File: src/rtl/serial_twos_complementer.sv
// Bit-serial two's complementer: negates a WIDTH-bit operand one bit per
// cycle, LSB first, using the "copy up to the first 1, then invert" rule.
module serial_twos_complementer #(
    parameter int WIDTH = 8
) (
    input  logic             Clk,
    input  logic             Reset,
    input  logic             start,
    input  logic [WIDTH-1:0] din,
    output logic             busy,
    output logic             done,
    output logic [WIDTH-1:0] dout,
    output logic             serial_out
);

    localparam int CW = $clog2(WIDTH) + 1;
    localparam logic [CW-1:0] LAST = CW'(WIDTH - 1);

    typedef enum logic {
        IDLE,
        SHIFT
    } state_t;

    state_t           state_q, state_d;
    logic [WIDTH-1:0] opnd_q, opnd_d;
    logic [WIDTH-1:0] res_q, res_d;
    logic [CW-1:0]    cnt_q, cnt_d;
    logic             seen_q, seen_d;
    logic             ser_q, ser_d;
    logic             done_q, done_d;
    logic             bit_r;

    // Next-state logic: capture on start, then one result bit per cycle.
    always_comb begin
        state_d = state_q;
        opnd_d  = opnd_q;
        res_d   = res_q;
        cnt_d   = cnt_q;
        seen_d  = seen_q;
        ser_d   = ser_q;
        done_d  = 1'b0;
        bit_r   = opnd_q[0] ^ seen_q;
        unique case (state_q)
            IDLE: begin
                if (start) begin
                    opnd_d  = din;
                    cnt_d   = '0;
                    seen_d  = 1'b0;
                    state_d = SHIFT;
                end
            end
            SHIFT: begin
                seen_d = seen_q | opnd_q[0];
                opnd_d = opnd_q >> 1;
                res_d  = {bit_r, res_q[WIDTH-1:1]};
                ser_d  = bit_r;
                cnt_d  = cnt_q + CW'(1);
                if (cnt_q == LAST) begin
                    state_d = IDLE;
                    done_d  = 1'b1;
                end
            end
            default: ;
        endcase
    end

    // State registers; reset aborts any conversion and clears the result.
    always_ff @(posedge Clk or posedge Reset) begin
        if (Reset) begin
            state_q <= IDLE;
            opnd_q  <= '0;
            res_q   <= '0;
            cnt_q   <= '0;
            seen_q  <= 1'b0;
            ser_q   <= 1'b0;
            done_q  <= 1'b0;
        end else begin
            state_q <= state_d;
            opnd_q  <= opnd_d;
            res_q   <= res_d;
            cnt_q   <= cnt_d;
            seen_q  <= seen_d;
            ser_q   <= ser_d;
            done_q  <= done_d;
        end
    end

    assign busy       = (state_q == SHIFT);
    assign done       = done_q;
    assign dout       = res_q;
    assign serial_out = ser_q;

endmodule

File: config.mk
export PLATFORM = sky130hd
export DESIGN_NAME = serial_twos_complementer
export DESIGN_NICKNAME = d
export VERILOG_FILES = /design/src/rtl/serial_twos_complementer.sv
export SDC_FILE = /design/constraint.sdc
export NUM_CORES = 1
export LEC_CHECK = 0
export CORE_ASPECT_RATIO = 1.2
export CORE_UTILIZATION = 50
export DETAILED_ROUTE_END_ITERATION = 10
export PLACE_DENSITY = 0.86
export SLEW_MARGIN = 20
export SYNTH_ARGS = -nofsm -noshare
export SYNTH_HDL_FRONTEND = slang
export SYNTH_SLANG_ARGS = --single-unit
File: constraint.sdc
create_clock -name Clk -period 2 [get_ports Clk]
set_clock_uncertainty 0.15 [all_clocks]
set_input_delay 0.4 -clock Clk [delete_from_list [all_inputs] [get_ports Clk]]
set_output_delay 0.4 -clock Clk [all_outputs]
set_load 0.02 [all_outputs]
==> results.toml <==
[worst_setup_path]
timing.critical_path.slowest_stage_cell = "clkdlybuf4s50_1"
critical_path_class = "reg2out"
cp_data_required_time_ns = 1.45
cp_top_family = "buffers and inverters"
critPathBufInv = 1
cpPeakStageDelay_ns = 0.62
critPathCaptureType = "primary output"
critPathArrivalTime_ns = 1.32
crit_fanout = 4
path_cells = "clkdlybuf4s50_1"
crit_path_start_kind = "register"

[yosys]
synth-seq-cells = 23
ys_warn_count = 0
synth_edf_count = 0
synth_cell_types = 20
ys_seq_area_share_pct = 56.2
syn-cell-area_sq_um = 1020
yosysTopAreaCellShare_pct = 56.2
syn_avg_cell_area_sq_um = 13.1
ys_async_sr_fraction_pct = 100
synthTopCellsByArea = "dfrtp_1 56%, mux2_4 12%, mux2i_1 8.8%"
yosysMostFrequentCell = "dfrtp_1"
synth_nets = 91
synth_common_cells = "23 x dfrtp_1, 9 x mux2i_1, 8 x mux2_4"
ys.flop_type = "dfrtp_1"
synth_cells = 78
yosysTopAreaCell = "dfrtp_1"

[sta]
report.final.slew_viol_count = 0
max_slew_margin_pct = 74.9
rsz0062_at_grt = "no"
fin_ws_ns = 0.125
max_freq_ghz = 0.533
setup_viol_count_final = 0
finalHoldViolations = 0
period_needed_ns = 1.87
finalCritPeriodShare_pct = 93.7
tightest_slew_ns = 0.377
tns_ns = 0

[die]
ioPinCount = 22
initial_core_util_pct = 54.1
core_sq_um = 1890
fp.dieH_um = 51.6
die_w_um = 43.3
num_rows = 17
die-area_sq_um = 2240

[grt]
grt_max_degree = 33
globalRoute.totalOverflow = 0
grt_pass1_wl_um = 2950
antenna_found_initial = 0
grtUsageTotal_pct = 17.9
grt_pass1_vias = 643

[final_layout]
syn2layout_area_growth_pct = 24.9
final_nets = 115
insertedDiodeCount = 0
drive_gt1_share_pct = 14.9
fill_cells = 144

[route]
drt_wl_total_um = 1640
drtIter0Drc = 11
drc = 2
via_per_inst = 5.29
avgRoutedWirePerCell_um = 13.7
antenna_left = 0
vias = 635
first_pass_iters = 9

[clocking]
clk_latency_ns = 0.30
cts_made_buffers = 3
cts_tree = "yes"
numClockSinks = 23
htree_num_levels = 1
postCtsResizedCells = 0
cts-root-buf = "clkbuf_4"
clock_path_buffers = 2
cts.clk_slew.worst_paths_ns = 0.12
postCtsSetupRepairBufs = 0
ctsHoldBuffers = 0

[place]
port_buffers = 21
dp_hpwl_um = 1090
gp_congestion = 0.731
pre_cts_slack_ns = 0.354

[pwr]
power.density_nw_per_um2 = 1560
leakagePower_uw = 0.000616
ir_drop_mv = 0.769

[run_status]
violations = "DRC"
status = "complete, but fails checks"

[worst_hold_path]
hp-class = "in2async"

[job]
maxCapViolCount = 0
-- cells by family (layout without fill, tap and decap cells) --
group | count (synthesis) | count (layout) | share of synthesized area [%]
buf+inv | 8 | 31 | 5.01
mux | 17 | 17 | 20.5
fa+ha+maj | 2 | 2 | 2.44
xor+xnor | 2 | 2 | 1.71
simple gates | 15 | 15 | 7.57
flops | 23 | 23 | 56.2
compound gates | 11 | 11 | 6.59
-- where the power goes --
| group | internal [uW] | switching (uW) |
|---|---|---|
| combinational | 544 | 433 |
| clock | 77.7 | 132 |
| sequential | 666 | 141 |
-- cell type report --
class                      count  area [sq um]  share of cell area (%)
clock buffer                   4          26.3                    2.05
tap                           19          23.8                    1.86
sequential                    23           576                    45.0
inverter                       3          11.3                   0.880
timing repair buffer          24           245                    19.2
multi-input combinational     47           398                    31.1
-- through the flow --
step / hold WS, ns / std cells / total power (uW) / area (sq um) / utilization (%)
2_1_floorplan: 0.252 / 78 / 1480 / 1020 / -
3_3_place_gp: 0.325 / 116 / 1740 / 1250 / 66.2
3_5_place_dp: 0.334 / 116 / 1790 / 1250 / 66.2
4_1_cts: 0.277 / 120 / 2010 / 1280 / 67.6
5_1_grt: 0.298 / 120 / 2130 / 1280 / 67.6
6_report: 0.274 / 120 / 1990 / 1280 / 67.6
-- worst register-to-register path: cells and delay by family (launching register included) --
kind / cells / cell delay [ns]
simple gates: 1 / 0.14
flops: 1 / 0.36
buf+inv: 1 / 0.35
compound gates: 1 / 0.25
-- placed cells by master (no fill, tap or decap) --
cell             netlist  final
buf_12                 0      1
o31ai_1                1      1
nor2_1                 3      3
dfrtp_1               23     23
a21o_1                 1      1
clkdlybuf4s50_1        0     21
buf_4                  1      2
xnor2_1                1      1
nor3b_2                1      1
inv_1                  3      3
mux2i_1                9      9
and4b_1                1      1
clkbuf_4               0      3
nand2b_1               2      2
clkbuf_1               0      1
ha_1                   2      2
xor2_1                 1      1
o21ai_1                7      7
nand2_1                7      7
nand3_1                1      1
a22o_1                 2      2
mux2_4                 8      8
-- worst paths after layout --
path                           start        end  slack [ns]  cells after the start
max                          dout[7]    dout[7]        0.13                      1
min                            Reset   cnt_q[1]        0.27                      3
max reg2reg                     busy   cnt_q[2]        0.66                      3
min reg2reg                opnd_q[5]  opnd_q[4]        0.36                      2
max in group asynchronous      Reset    dout[6]        1.20                      3
min in group Clk           opnd_q[5]  opnd_q[4]        0.36                      2
-- registers in the layout, indices dropped and copies added (netlist names) --
name and count:
busy 1, seen_q 1, dout 8, opnd_q 8
cnt_q 4, done 1
-- metal layers --
| layer | vias up | global-route usage (%) | part of all wire (%) |
|---|---|---|---|
| li1 | 311 | - | - |
| met1 | 303 | 24.3 | 48 |
| met2 | 19 | 28.8 | 48 |
| met3 | 2 | 2.08 | 3.0 |
| met4 | 0 | 7.81 | 0.85 |
| met5 | - | 0 | 0 |
Note: power is estimated with default switching activity, not from simulation.
